[src/rtl/mips_pkg.sv]
// Shared definitions for the instruction-memory loader: state encoding, widths, default depth.
// Latency: none (types and constants only).
// Backpressure: not applicable.
package mips_pkg;

  localparam int IMEM_WORD_W           = 32;
  localparam int IMEM_BYTE_W           = 8;
  localparam int IMEM_DEPTH_WORDS_DFLT = 1024;

  typedef enum logic [2:0] {
    ST_IDLE = 3'd0,
    ST_LEN0 = 3'd1,
    ST_LEN1 = 3'd2,
    ST_DATA = 3'd3,
    ST_CSUM = 3'd4,
    ST_DONE = 3'd5,
    ST_ERR  = 3'd6
  } ldr_state_e;

  // True in the states that consume stream bytes.
  function automatic logic ldr_takes_bytes(input ldr_state_e s);
    return (s == ST_LEN0) || (s == ST_LEN1) || (s == ST_DATA) || (s == ST_CSUM);
  endfunction

endpackage

[src/rtl/loader_word_asm.sv]
// Packs four little-endian stream bytes into one 32-bit instruction word.
// Latency: word_vld_o pulses one cycle after the 4th byte of a word is accepted.
// Backpressure: none of its own; it only advances on byte_acc_i from the owning FSM.
module loader_word_asm
  import mips_pkg::*;
(
  input  logic                   clk,
  input  logic                   rst,
  input  logic                   clr_i,
  input  logic                   byte_acc_i,
  input  logic [IMEM_BYTE_W-1:0] byte_dat_i,
  output logic                   word_last_o,
  output logic                   word_vld_o,
  output logic [IMEM_WORD_W-1:0] word_dat_o
);

  logic [1:0]             cnt_q,   cnt_d;
  logic [23:0]            shift_q, shift_d;
  logic [IMEM_WORD_W-1:0] word_q,  word_d;
  logic                   vld_q,   vld_d;

  // The first three bytes of a word wait in shift_q; the 4th completes word_q,
  // which then holds steady until the next word completes.
  always_comb begin
    cnt_d       = cnt_q;
    shift_d     = shift_q;
    word_d      = word_q;
    vld_d       = 1'b0;
    word_last_o = byte_acc_i && (cnt_q == 2'd3);
    if (clr_i) begin
      cnt_d   = 2'd0;
      shift_d = '0;
    end else if (byte_acc_i) begin
      cnt_d   = cnt_q + 2'd1;
      shift_d = {byte_dat_i, shift_q[23:8]};
      if (cnt_q == 2'd3) begin
        word_d = {byte_dat_i, shift_q};
        vld_d  = 1'b1;
      end
    end
  end

  // Assembler state registers.
  always_ff @(posedge clk or posedge rst) begin
    if (rst) begin
      cnt_q   <= 2'd0;
      shift_q <= '0;
      word_q  <= '0;
      vld_q   <= 1'b0;
    end else begin
      cnt_q   <= cnt_d;
      shift_q <= shift_d;
      word_q  <= word_d;
      vld_q   <= vld_d;
    end
  end

  assign word_vld_o = vld_q;
  assign word_dat_o = word_q;

endmodule

[src/rtl/imem_loader.sv]
// Loads a length-prefixed, XOR-checksummed byte stream into instr_mem and gates core reset.
// Latency: one instr_mem write one cycle after each word's 4th byte; status one cycle after the checksum byte.
// Backpressure: byte_rdy_o is high only while a byte is expected; optional idle timeout via IMEM_LOADER_TIMEOUT_EN.
module imem_loader
  import mips_pkg::*;
#(
  parameter logic [31:0] BASE_ADDR        = 32'h0,
  parameter int          IMEM_DEPTH_WORDS = IMEM_DEPTH_WORDS_DFLT,
  parameter int          TIMEOUT_CYCLES   = 4096
) (
  input  logic                   clk,
  input  logic                   reset,
  input  logic                   start_i,
  input  logic                   byte_vld_i,
  input  logic [IMEM_BYTE_W-1:0] byte_data_i,
  output logic                   byte_rdy_o,
  output logic                   wr_en_imem_o,
  output logic [31:0]            wr_addr_imem_o,
  output logic [IMEM_WORD_W-1:0] wr_instr_imem_o,
  output logic                   core_reset_o,
  output logic                   done_o,
  output logic                   err_o
);

  localparam logic [31:0] DEPTH_W = 32'(IMEM_DEPTH_WORDS);

  // Parameter sanity at elaboration time.
  if (BASE_ADDR[1:0] != 2'b00) begin : g_bad_base
    $error("imem_loader: BASE_ADDR must be 4-byte aligned");
  end
  if (TIMEOUT_CYCLES < 1) begin : g_bad_timeout
    $error("imem_loader: TIMEOUT_CYCLES must be at least 1");
  end

  ldr_state_e        state_q,  state_d;
  logic [7:0]        len_lo_q, len_lo_d;
  logic [15:0]       n_q,      n_d;
  logic [15:0]       widx_q,   widx_d;
  logic [7:0]        csum_q,   csum_d;
  logic [31:0]       addr_q,   addr_d;
  logic              clr_asm;
  logic              byte_acc;
  logic              word_last;
  logic [15:0]       len_word;

  assign byte_rdy_o = ldr_takes_bytes(state_q);
  assign byte_acc   = byte_vld_i && byte_rdy_o;
  assign len_word   = {byte_data_i, len_lo_q};

`ifdef IMEM_LOADER_TIMEOUT_EN
  localparam int              TO_W   = $clog2(TIMEOUT_CYCLES + 1);
  localparam logic [TO_W-1:0] TO_LIM = TO_W'(TIMEOUT_CYCLES);
  logic [TO_W-1:0] idle_q, idle_d;
`endif

  // Next-state logic: header parsing, word addressing, checksum and status.
  always_comb begin
    state_d  = state_q;
    len_lo_d = len_lo_q;
    n_d      = n_q;
    widx_d   = widx_q;
    csum_d   = csum_q;
    addr_d   = addr_q;
    clr_asm  = 1'b0;
    case (state_q)
      ST_IDLE, ST_DONE, ST_ERR: begin
        if (start_i) begin
          state_d = ST_LEN0;
          widx_d  = '0;
          csum_d  = '0;
          clr_asm = 1'b1;
        end
      end
      ST_LEN0: begin
        if (byte_acc) begin
          len_lo_d = byte_data_i;
          state_d  = ST_LEN1;
        end
      end
      ST_LEN1: begin
        if (byte_acc) begin
          n_d = len_word;
          if (len_word == 16'd0) begin
            state_d = ST_CSUM;
          end else if ({16'd0, len_word} > DEPTH_W) begin
            state_d = ST_ERR;
          end else begin
            state_d = ST_DATA;
          end
        end
      end
      ST_DATA: begin
        if (byte_acc) begin
          csum_d = csum_q ^ byte_data_i;
          if (word_last) begin
            // Address is set on the same edge the word completes, so it lines up with wr_en.
            addr_d = BASE_ADDR + {14'd0, widx_q, 2'b00};
            widx_d = widx_q + 16'd1;
            if ((widx_q + 16'd1) == n_q) begin
              state_d = ST_CSUM;
            end
          end
        end
      end
      ST_CSUM: begin
        if (byte_acc) begin
          state_d = (byte_data_i == csum_q) ? ST_DONE : ST_ERR;
        end
      end
      default: state_d = ST_IDLE;
    endcase
`ifdef IMEM_LOADER_TIMEOUT_EN
    idle_d = '0;
    if (byte_rdy_o && !byte_acc) begin
      idle_d = (idle_q == TO_LIM) ? idle_q : idle_q + TO_W'(1);
    end
    if (byte_rdy_o && (idle_q == TO_LIM)) begin
      state_d = ST_ERR;
    end
    if (!ldr_takes_bytes(state_d)) begin
      idle_d = '0;
    end
`endif
  end

  // Loader state registers.
  always_ff @(posedge clk or posedge reset) begin
    if (reset) begin
      state_q  <= ST_IDLE;
      len_lo_q <= '0;
      n_q      <= '0;
      widx_q   <= '0;
      csum_q   <= '0;
      addr_q   <= BASE_ADDR;
    end else begin
      state_q  <= state_d;
      len_lo_q <= len_lo_d;
      n_q      <= n_d;
      widx_q   <= widx_d;
      csum_q   <= csum_d;
      addr_q   <= addr_d;
    end
  end

`ifdef IMEM_LOADER_TIMEOUT_EN
  // Idle-cycle counter between accepted bytes.
  always_ff @(posedge clk or posedge reset) begin
    if (reset) begin
      idle_q <= '0;
    end else begin
      idle_q <= idle_d;
    end
  end
`endif

  loader_word_asm u_word_asm (
    .clk         (clk),
    .rst         (reset),
    .clr_i       (clr_asm),
    .byte_acc_i  (byte_acc && (state_q == ST_DATA)),
    .byte_dat_i  (byte_data_i),
    .word_last_o (word_last),
    .word_vld_o  (wr_en_imem_o),
    .word_dat_o  (wr_instr_imem_o)
  );

  assign wr_addr_imem_o = addr_q;
  assign done_o         = (state_q == ST_DONE);
  assign err_o          = (state_q == ST_ERR);
  assign core_reset_o   = (state_q != ST_DONE);

endmodule

[config.mk]
export PLATFORM = sky130hd
export DESIGN_NAME = imem_loader
export DESIGN_NICKNAME = d
export VERILOG_FILES = /design/src/rtl/mips_pkg.sv /design/src/rtl/loader_word_asm.sv /design/src/rtl/imem_loader.sv
export SDC_FILE = /design/constraint.sdc
export NUM_CORES = 1
export LEC_CHECK = 0
export CAP_MARGIN = 30
export CORE_ASPECT_RATIO = 1.4
export CORE_MARGIN = 1.5
export CORE_UTILIZATION = 40
export CTS_CLUSTER_DIAMETER = 40
export DETAILED_ROUTE_END_ITERATION = 8
export PLACE_DENSITY_LB_ADDON = 0.25
export SETUP_SLACK_MARGIN = 0.3
export SKIP_LAST_GASP = 1
export SYNTH_ARGS = -nofsm -noshare
export SYNTH_HDL_FRONTEND = slang
export SYNTH_SLANG_ARGS = --single-unit
[constraint.sdc]
create_clock -name clk -period 6.07 [get_ports clk]
set_input_delay 1.5175 -clock clk [delete_from_list [all_inputs] [get_ports clk]]
set_output_delay 1.5175 -clock clk [all_outputs]
set_load 0.005 [all_outputs]
; Yosys cells after proc, flatten, opt, wreduce, memory -nomap -nowiden
; Cells that the tools add are included.
; W data, S select, Z words.
[op_classes]
reduce_logical = 18
shifts = 0
n_addsub = 2
order_cmp = 1
n_mux = 27
n_div = 0
bitwise_logic = 2
eq_ne = 17
n_mul = 0
[op_table]
columns = op, n
row1 = $mux W16, 3
row2 = $mux W24, 2
row3 = $pmux W16 S2, 1
row4 = $mux W3, 9
row5 = $add A16 B1 Y16 const B, 1
row6 = $eq A16 B16 Y1, 1
row7 = $gt A16 B11 Y1 const B, 1
row8 = $logic_not A16 Y1, 1
row9 = $mux W8, 2
row10 = $pmux W8 S2, 1
row11 = $pmux W3 S5, 1
row12 = $ne A2 B2 Y1 const B, 5
row13 = $eq A3 B3 Y1 const B, 3
row14 = $reduce_and A3 Y1, 3
row15 = $eq A8 B8 Y1, 1
row16 = $xor A8 B8 Y8, 1
row17 = $reduce_and A7 Y1, 1
row18 = $eq A3 B2 Y1 const B, 2
row19 = $mux W2, 3
row20 = $mux W1, 5
row21 = $ne A2 B1 Y1 const B, 2
row22 = $reduce_and A2 Y1, 2
row23 = $reduce_and A4 Y1, 1
row24 = $reduce_bool A2 Y1, 2
row25 = 9 further kinds, 13
[word_totals]
latch_bits = 0
ff_bits = 126
n_memories = 0
ramBits = 0
mem_bits_ro = 0
inputBits = 12
word_cells = 77

; Longest topological paths before layout
; Gate-level depths: netlist of run 1.
[depth]
word_depth = 10
mapped_depth = 10
mapped_depth_nobuf = 9

; By module
; A second synthesis of run 1 with hierarchy kept.
[unflattened]
hier_cells = 570
area_unflattened_um2 = 6266.0
[by_module_without_submodules]
columns = module, cells_per_inst, instances, area_each_um2
row1 = imem_loader, 413, 1, 3848.7
row2 = loader_word_asm, 157, 1, 2417.3

; Worst setup path before layout of run 1
; OpenSTA, ideal clock, no wires.
[synth_path]
path_kind = input port to flip-flop
startpoint = input port byte_vld_i
endpoint = register state_q[1]
setup_ns = 0.137
path_stages = 10
arrival_time_ns = 2.827
slack_ns = 3.106
path_buffers = 2
cell_sequence = nand2b_1 -> clkbuf_1 -> or3_1 -> clkbuf_1 -> inv_2 -> nand3_1 -> nor4_1 -> nand4_1 -> o21ai_1 -> o211ai_1
[synth_between]
elab_chain_len = 5
elab_cells_between_ends = 9
classes_between = eq/ne (5) / reduce/logical (4)
[synth_rtl]
columns = element, line
row1 = from (decl), imem_loader.sv:14  ; input logic byte_vld_i,
row2 = $logic_and A1 B1 Y1 *, imem_loader.sv:47  ; assign byte_acc = byte_vld_i && byte_rdy_o;
row3 = $logic_and A1 B1 Y1, imem_loader.sv:160  ; .byte_acc_i (byte_acc && (state_q == ST_DATA)),
row4 = $logic_and A1 B1 Y1, loader_word_asm.sv:29  ; word_last_o = byte_acc_i && (cnt_q == 2'd3);
row5 = $ne A2 B1 Y1 (no line), n/a
row6 = $reduce_and A7 Y1 (no line) *, n/a
row7 = to (signal assigned), imem_loader.sv:136  ; state_q <= state_d;
row8 = to (decl), imem_loader.sv:35  ; ldr_state_e state_q, state_d;
; Every way passes the cells marked *; elsewhere a longest branch is shown, timed or not.
; A chain may end at the register's enable or synchronous reset.

; Worst setup path after layout of run 1
; Same ends and word-level chain as after synthesis.

==> results of run 1 <==
[where the power goes]
group,leakage (nW),internal [mW],switching [mW]
logic,1.40,0.431,0.397
registers,1.67,1.09,0.210
clock network,0.284,0.661,0.356
[critical path: cells and delay by family]
kind	cells	cell delay, ns
simple gates	5	1.12
buf+inv	3	1.18
compound gates	2	0.30
[cells in the final DEF (no fill, tap or decap), types with 13 or more instances in the layout]
cell,count
nand3_1,15
xnor2_1,16
mux2_2,24
clkdlybuf4s50_1,64
dfrtp_1,126
nor2_1,24
clkbuf_16,17
o21ai_0,47
conb_1,16
a21oi_1,36
xor2_1,13
nand2_1,206
[sequential cells by signal (all words and copies together) (netlist names)]
| name | count |
|---|---|
| u_word_asm.word_dat_o | 32 |
| u_word_asm.shift_q | 24 |
| n_q | 16 |
| widx_q | 16 |
| wr_addr_imem_o | 16 |
| csum_q | 8 |
| len_lo_q | 8 |
| state_q | 3 |
| u_word_asm.cnt_q | 2 |
| u_word_asm.word_vld_o | 1 |
[logic make-up (layout without fill, tap and decap cells)]
family / count (synthesis) / after routing / synth area share (%)
other cells: 1 / 16 / 0.0624
fa+ha+maj: 2 / 2 / 0.416
xor+xnor: 29 / 29 / 4.22
simple gates: 293 / 293 / 22.1
buf+inv: 66 / 112 / 5.43
flops: 126 / 126 / 52.4
mux: 27 / 27 / 4.99
compound gates: 110 / 110 / 10.4
[final cells by class]
type / count / share of cell area, %
flip-flops and latches: 126 / 42.9
multi-input cells: 477 / 35.3
repair buffers: 73 / 9.97
clock buffers: 20 / 6.22
well taps: 189 / 3.22
clock inverters: 10 / 1.91
inverters: 9 / 0.494
[through the flow]
stage	utilization (%)	area (sq um)	setup slack (ns)	power (mW)	std cells
detailed placement	46.3	6750	1.76	2.14	874
floorplan	-	6070	1.20	1.80	669
finish	50.4	7340	2.18	3.14	904
CTS	50.4	7340	2.20	3.17	904
global placement	46.0	6700	1.88	2.10	871
global route	50.4	7340	2.02	3.34	904
[worst min path at each step]
| stage | from | end | slack, ns | depth (start not counted) |
|---|---|---|---|---|
| 4_1_cts | u_word_asm.shift_q[4] | u_word_asm.word_dat_o[4] | 0.47 | 2 |
| 6_report | u_word_asm.shift_q[4] | u_word_asm.word_dat_o[4] | 0.47 | 2 |
| 3_5_place_dp | u_word_asm.shift_q[4] | u_word_asm.word_dat_o[4] | 0.45 | 2 |
| 3_3_place_gp | u_word_asm.shift_q[0] | u_word_asm.word_dat_o[0] | 0.46 | 2 |
| 2_1_floorplan | u_word_asm.shift_q[0] | u_word_asm.word_dat_o[0] | 0.44 | 2 |
| 5_1_grt | u_word_asm.shift_q[4] | u_word_asm.word_dat_o[4] | 0.49 | 2 |
[per-layer routing]
layer | vias up | GRT usage, %
li1 | 2262 | -
met5 | - | 0
met1 | 2251 | 24.7
met3 | 27 | 3.94
met4 | 0 | 8.07
met2 | 121 | 28.6
==> flow_metrics.py, run 1 <==
metrics = {
    "worst_setup_path": {
        "cp-start-kind": "primary input",
        "r2r_slack_ns": 3.15,
        "critPathArrivalTime_ns": 4.16,
        "r2r-start": "state_q[2]",
        "r2r_cells": 9,
        "crit_path_end_kind": "register",
        "critical_path.startpoint": "byte_vld_i",
        "worstReg2RegEnd": "state_q[1]",
        "cp_slowest_cell": "clkdlybuf4s50_1",
        "max_stage_delay_ns": 0.52,
        "crit_end": "state_q[1]",
        "required_ns": 6.34,
        "path_class": "in2reg",
        "worstPathCellList": "clkdlybuf4s50_1 > nand2b_1 > or3_2 > buf_4 > inv_2 > nand3_1 > nor4_1 > nand4_1 > o21ai_1 > o211ai_1",
        "path_max_fanout": 69,
    },
    "clocking": {
        "numCtsBuffers": 17,
        "cts.clk_slew.worst_paths_ns": 0.05,
        "clock_latency_ns": 0.41,
        "cts-root-buf": "clkbuf_16",
        "postCtsSetupBuffers": 0,
        "h-tree-depth": 4,
        "clock_tree.buffer_depth": 2,
        "cts.sink_count": 126,
        "cts_tree": "done",
        "cts_resized": 0,
        "hold_buffers": 0,
    },
    "finish": {
        "multiInputGateArea_sq_mm": 0.00259,
        "seq_area_sq_mm": 0.00315,
        "area_growth_pct": 22.2,
        "drive_gt1_share_pct": 10.3,
        "fill_cells": 1371,
        "diodes": 0,
        "nets": 718,
    },
    "route": {
        "routed-wl-met3_um": 545,
        "drtIter0Drc": 207,
        "drc": 0,
        "routed_wl_um": 13700,
        "antenna_left": 0,
        "via_per_inst": 5.16,
        "wl_per_cell_um": 15.1,
        "met2_length_um": 6560,
        "met1Wirelength_um": 6280,
        "firstDrtPassIters": 4,
        "top_layer_used": "met4",
        "via_count": 4661,
    },
    "placement": {
        "io_buffer_count": 64,
        "place_hpwl_um": 9470,
        "gp_congestion": 0.875,
    },
    "timing": {
        "hold_ws_ns": 0.468,
        "setup_viol": 0,
        "finalMaxSlewViolations": 0,
        "clock_skew_ns": 0.0110,
        "worstMarginPinSlew_ns": 0.984,
        "slew_headroom_pct": 34.4,
        "tns_ns": 0,
        "fin_crit_sh_pct": 64.1,
        "hold_violations": 0,
        "fmax_mhz": 257,
        "min_period_ns": 3.89,
        "grt_setup_unrepaired": "no",
    },
    "die": {
        "die_w_um": 107,
        "rows": 52,
        "die_height_um": 148,
        "initial_utilization_pct": 41.3,
        "fp.coreArea_sq_mm": 0.0146,
        "io_pins": 81,
        "dieArea_sq_mm": 0.0158,
    },
    "synthesis": {
        "yosysUniqueCellTypes": 55,
        "synth-seq-area-share_pct": 52.4,
        "synth_commonest_cells": "206 x nand2_1, 126 x dfrtp_1, 47 x o21ai_0, 36 x a21oi_1, 25 x clkbuf_1",
        "synth.most_common_cell": "nand2_1",
        "synth.avg_cell_area_sq_um": 9.19,
        "yosys-top-cells-area": "dfrtp_1 52%, nand2_1 13%, mux2_2 4.5%, o21ai_0 3.9%, a21oi_1 3.0%",
        "syn-cell-area_sq_mm": 0.00601,
        "async_flop_share_pct": 100,
        "yosysTopAreaCellShare_pct": 52.4,
        "synth_seq_cells": 126,
        "synth_edf_count": 0,
        "synth_cells": 654,
        "ys_warn_count": 0,
        "netlist.top_cell.by_area": "dfrtp_1",
        "synth_ff_type": "dfrtp_1",
    },
    "job": {
        "max_cap_violations": 0,
    },
    "pwr": {
        "power_density_mw_per_mm2": 428,
        "ir_drop_mv": 0.217,
        "leakagePower_nw": 3.35,
    },
    "global_routing": {
        "grt_pass1_vias": 4540,
        "grt_usage_pct": 18.4,
        "grt_pass1_wl_um": 23000,
        "grt-ovfl-total": 0,
        "antenna_found_initial": 0,
        "grt_start_max_net_pins": 71,
    },
    "status": {
        "status": "finished, final reports clean",
    },
    "hold_path": {
        "hold_class": "reg2reg",
    },
}
Power figures use the tool's default switching activity.
==> run 2, diff against run 1 <==
==> constraint.sdc (replaced) <==
create_clock -name clk -period 3.3 [get_ports clk]
set_input_delay 0.825 -clock clk [delete_from_list [all_inputs] [get_ports clk]]
set_output_delay 0.825 -clock clk [all_outputs]
set_load 0.005 [all_outputs]
==> flow_metrics.py, run 2 (same netlist as run 1, synthesis figures left out) <==
metrics = {
    "route": {
        "firstDrtPassIters": 4,
        "via_count": 4676,
        "via_per_inst": 5.15,
        "routed_wl_um": 13700,
        "drtIter0Drc": 289,
        "drc": 0,
        "antenna_left": 0,
        "wl_per_cell_um": 15.1,
    },
    "job": {
        "max_cap_violations": 0,
    },
    "worst_setup_path": {
        "required_ns": 2.47,
        "cp_slowest_cell": "clkdlybuf4s50_1",
        "path_class": "reg2out",
        "max_stage_delay_ns": 0.50,
        "r2r_cells": 8,
        "critPathArrivalTime_ns": 1.96,
        "worst-path-buf-inv": 2,
        "r2r_slack_ns": 0.75,
        "worstPathCellList": "nor2b_2 > nand2_1 > inv_1 > clkdlybuf4s50_1",
        "cp-start-kind": "register",
        "path_max_fanout": 13,
        "crit_path_end_kind": "output port",
        "cp.depth": 4,
        "crit_family": "buffers and inverters",
    },
    "timing": {
        "hold_ws_ns": 0.471,
        "slew_headroom_pct": 48.9,
        "hold_violations": 0,
        "finalMaxSlewViolations": 0,
        "fin_crit_sh_pct": 84.5,
        "fin_ws_ns": 0.511,
        "setup_viol": 0,
        "min_period_ns": 2.79,
        "grt_setup_unrepaired": "no",
        "clock_skew_ns": 0.00981,
        "worstMarginPinSlew_ns": 0.763,
        "tns_ns": 0,
        "fmax_mhz": 358,
    },
    "status": {
        "status": "finished, final reports clean",
    },
    "finish": {
        "fin_util_pct": 50.6,
        "multiInputGateArea_sq_mm": 0.00259,
        "nets": 720,
        "drive_gt1_share_pct": 10.8,
        "area_growth_pct": 22.6,
        "mostFrequentLayoutCells": "206 x nand2_1, 125 x dfrtp_1, 64 x clkdlybuf4s50_1, 47 x o21ai_0, 36 x a21oi_1",
        "seq_area_sq_mm": 0.00315,
        "final_cells": 908,
        "design_area_sq_mm": 0.00737,
        "layout_commonest_cell": "nand2_1",
        "largest_reg_flops": 32,
        "fill_cells": 1376,
        "diodes": 0,
    },
    "clocking": {
        "clock_latency_ns": 0.42,
        "postCtsSetupBuffers": 0,
        "cts_tree": "done",
        "clock_tree.buffer_depth": 2,
        "cts-root-buf": "clkbuf_16",
        "hold_buffers": 0,
        "h-tree-depth": 4,
        "numCtsBuffers": 17,
        "cts.clk_slew.worst_paths_ns": 0.06,
        "cts.sink_count": 126,
    },
    "die": {
        "io_pins": 81,
        "dieArea_sq_mm": 0.0158,
        "die_height_um": 148,
        "die_w_um": 107,
        "initial_utilization_pct": 41.3,
        "rows": 52,
        "fp.coreArea_sq_mm": 0.0146,
    },
    "global_routing": {
        "grt_start_max_net_pins": 127,
        "antenna_found_initial": 0,
        "grt_pass1_wl_um": 23000,
        "grt_pass1_vias": 4474,
        "grt-ovfl-total": 0,
        "grt_usage_pct": 18.4,
    },
    "placement": {
        "place_area_sq_mm": 0.00677,
        "dp.cells": 876,
        "io_buffer_count": 64,
        "place_hpwl_um": 9290,
        "gp_congestion": 0.855,
        "post-place-ws_ns": 0.308,
    },
    "pwr": {
        "ir_drop_mv": 0.362,
        "leakagePower_nw": 3.36,
        "power_density_mw_per_mm2": 788,
        "power_mw": 5.81,
    },
    "hold_path": {
        "hold_class": "reg2reg",
        "hold_depth": 2,
    },
}
run 2: changes by cell type in the layout (fill, tap and decap cells not counted), sizes merged:
cell / change
buf: +2
clkinv: +1
inv: +1
run 2: timing repair:
action | 4_1_cts | 5_1_grt
endpoints found under the setup margin | 1 | 1
gates resized for setup | 1 | 1
cloned | 0 | 0
run 2: path summary, 6_finish.rpt:
kind | start | end
hold / removal | u_word_asm.shift_q[0] | u_word_asm.word_dat_o[0]
setup reg to reg | widx_q[0] | state_q[1]
max in group asynchronous | reset | state_q[2]
hold reg to reg | u_word_asm.shift_q[0] | u_word_asm.word_dat_o[0]
setup / recovery | state_q[2] | done_o
min in group asynchronous | reset | u_word_asm.word_dat_o[0]
run 2: cell type report:
cell class	instances	share of cell area, %
Sequential cell	126	42.8
Multi-Input combinational cell	477	35.2
Timing Repair Buffer	75	10.2
Clock buffer	20	5.93
Tap cell	189	3.21
Clock inverter	12	2.21
Inverter	9	0.509
run 2: per-layer routing:
layer	track usage [%]	share of wire (%)	vias up	routed length (um)
met2	29.6	50	121	6830
met1	24.8	45	2267	6150
met3	3.64	3.7	15	511
met5	0	0	-	0
met4	6.80	1.8	0	241
li1	-	-	2273	-
run 2: power breakdown:
part,total [mW],switching [mW],internal [mW]
clock,1.89,0.697,1.19
sequential,2.38,0.381,2.00
combinational,1.54,0.737,0.799
total,5.81,1.81,3.99
run 2: worst min-delay path, delay by kind of cell (launching register included):
kind / cells / cell delay [ns]
flip-flops: 1 / 0.34
AND/OR/NAND/NOR: 2 / 0.10
==> run 3, diff against run 2 <==
==> constraint.sdc (replaced) <==
create_clock -name clk -period 2.6 [get_ports clk]
set_input_delay 0.65 -clock clk [delete_from_list [all_inputs] [get_ports clk]]
set_output_delay 0.65 -clock clk [all_outputs]
set_load 0.005 [all_outputs]
==> flow_metrics.py, run 3 (same netlist as run 1, synthesis figures left out) <==
metrics = {
    "worst_setup_path": {
        "crit_end": "state_q[1]",
        "r2r_cells": 7,
        "required_ns": 2.88,
        "worstPathCellList": "and4_1 > nand4_1 > mux2_2 > mux2i_1 > nand4_1 > o21ai_2 > o211ai_1",
        "r2r-start": "widx_q[7]",
        "crit_path_frequent_cell": "nand4_1",
        "path_max_fanout": 10,
        "path_class": "reg2reg",
        "max_stage_delay_ns": 0.57,
        "critical_path.startpoint": "widx_q[7]",
        "cp-start-kind": "register",
        "worstReg2RegEnd": "state_q[1]",
        "cp_slowest_cell": "dfrtp_1",
        "r2r_slack_ns": 0.42,
        "crit_path_end_kind": "register",
        "critPathArrivalTime_ns": 2.47,
    },
    "clocking": {
        "cts.sink_count": 126,
        "cts-root-buf": "clkbuf_16",
        "h-tree-depth": 4,
        "cts.clk_slew.worst_paths_ns": 0.05,
        "clock_tree.buffer_depth": 2,
        "cts_tree": "done",
        "numCtsBuffers": 17,
        "clock_latency_ns": 0.41,
    },
    "timing": {
        "hold_violations": 0,
        "worstMarginPinSlew_ns": 0.531,
        "fmax_mhz": 458,
        "min_period_ns": 2.18,
        "setup_viol": 0,
        "finalMaxSlewViolations": 0,
        "clock_skew_ns": 0.00902,
        "grt_setup_unrepaired": "no",
        "fin_crit_sh_pct": 84.0,
        "hold_ws_ns": 0.467,
        "slew_headroom_pct": 64.3,
    },
    "placement": {
        "place_hpwl_um": 9640,
        "gp_congestion": 0.870,
        "place_area_sq_mm": 0.00693,
        "io_buffer_count": 64,
    },
    "finish": {
        "drive_gt1_share_pct": 14.8,
        "area_growth_pct": 27.4,
        "fill_cells": 1382,
        "mostFrequentLayoutCells": "206 x nand2_1, 122 x dfrtp_1, 59 x clkdlybuf4s50_1, 47 x o21ai_0, 36 x a21oi_1",
        "diodes": 0,
        "layout_commonest_cell": "nand2_1",
        "largest_reg_flops": 32,
        "nets": 744,
        "design_area_sq_mm": 0.00766,
        "seq_area_sq_mm": 0.00316,
        "multiInputGateArea_sq_mm": 0.00261,
    },
    "route": {
        "firstDrtPassIters": 4,
        "via_count": 4807,
        "wl_per_cell_um": 15.1,
        "via_per_inst": 5.16,
        "antenna_left": 0,
        "drc": 0,
        "drtIter0Drc": 190,
        "routed_wl_um": 14100,
    },
    "hold_path": {
        "hold_class": "reg2reg",
        "hold_depth": 2,
    },
    "die": {
        "dieArea_sq_mm": 0.0158,
        "die_height_um": 148,
        "initial_utilization_pct": 41.3,
        "io_pins": 81,
        "die_w_um": 107,
        "fp.coreArea_sq_mm": 0.0146,
        "rows": 52,
    },
    "status": {
        "status": "finished, final reports clean",
    },
    "global_routing": {
        "grt_pass1_wl_um": 23700,
        "grt_pass1_vias": 4743,
        "grt_usage_pct": 19.0,
        "grt_start_max_net_pins": 64,
        "grt-ovfl-total": 0,
        "antenna_found_initial": 0,
    },
    "pwr": {
        "ir_drop_mv": 0.440,
        "power_density_mw_per_mm2": 1000,
        "leakagePower_nw": 3.55,
    },
    "job": {
        "max_cap_violations": 0,
    },
}
[run 3: worst min-delay path by stage]
stage / from / slack, ns / to
after floorplan: u_word_asm.shift_q[0] / 0.44 / u_word_asm.word_dat_o[0]
after global placement: u_word_asm.shift_q[0] / 0.45 / u_word_asm.word_dat_o[0]
after detailed placement: u_word_asm.word_dat_o[30] / 0.46 / u_word_asm.word_dat_o[30]
after CTS: u_word_asm.word_dat_o[8] / 0.48 / u_word_asm.word_dat_o[8]
after global routing: wr_addr_imem_o[7] / 0.49 / wr_addr_imem_o[7]
final: wr_addr_imem_o[6] / 0.47 / wr_addr_imem_o[6]
[run 3: area by class of cell]
class	count	share of cell area [%]
repair buffers	99	12.7
well taps	189	3.09
inverters	9	0.490
clock inverters	9	2.03
clock buffers	23	6.37
flip-flops and latches	126	41.2
multi-input cells	477	34.1
[run 3: where the power goes]
part	total [mW]	switching (mW)	internal (mW)	leakage (nW)
sequential	2.98	0.432	2.54	1.67
combinational	2.15	1.01	1.14	1.57
clock	2.55	0.843	1.71	0.314
total	7.67	2.28	5.39	3.55
[run 3: per-stage QoR]
stage               utilization [%]  TNS (ns)  power, mW  setup WS [ns]  cells
global placement               47.5     -2.03       4.99         -0.175    894
detailed placement             47.6    -0.369       5.07        -0.0578    895
floorplan                         -         0       4.21          0.397    669
finish                         52.6         0       7.67          0.415    932
global route                   52.6         0       8.14          0.319    932
CTS                            52.2         0       7.70          0.169    930
[run 3: per-layer routing]
layer	up-vias	global-route usage, %	share of wire, %
met3	29	2.89	3.6
met5	-	0	0
li1	2317	-	-
met2	127	30.6	49
met4	0	9.07	2.9
met1	2334	25.0	45
[run 3: critical path, delay by kind of cell, from the launching register on]
kind	cells	cell delay, ns
muxes	2	0.48
and+or+nand+nor	3	0.72
AOI/OAI and AO/OA	2	0.29
DFF	1	0.57
[run 3: repair_timing]
item | CTS | global route
buffers inserted | 3 | 2
endpoints found under the setup margin | 4 | 7
resized for setup | 5 | 11
pin swaps | 0 | 3
hold buffers | 0 | 0
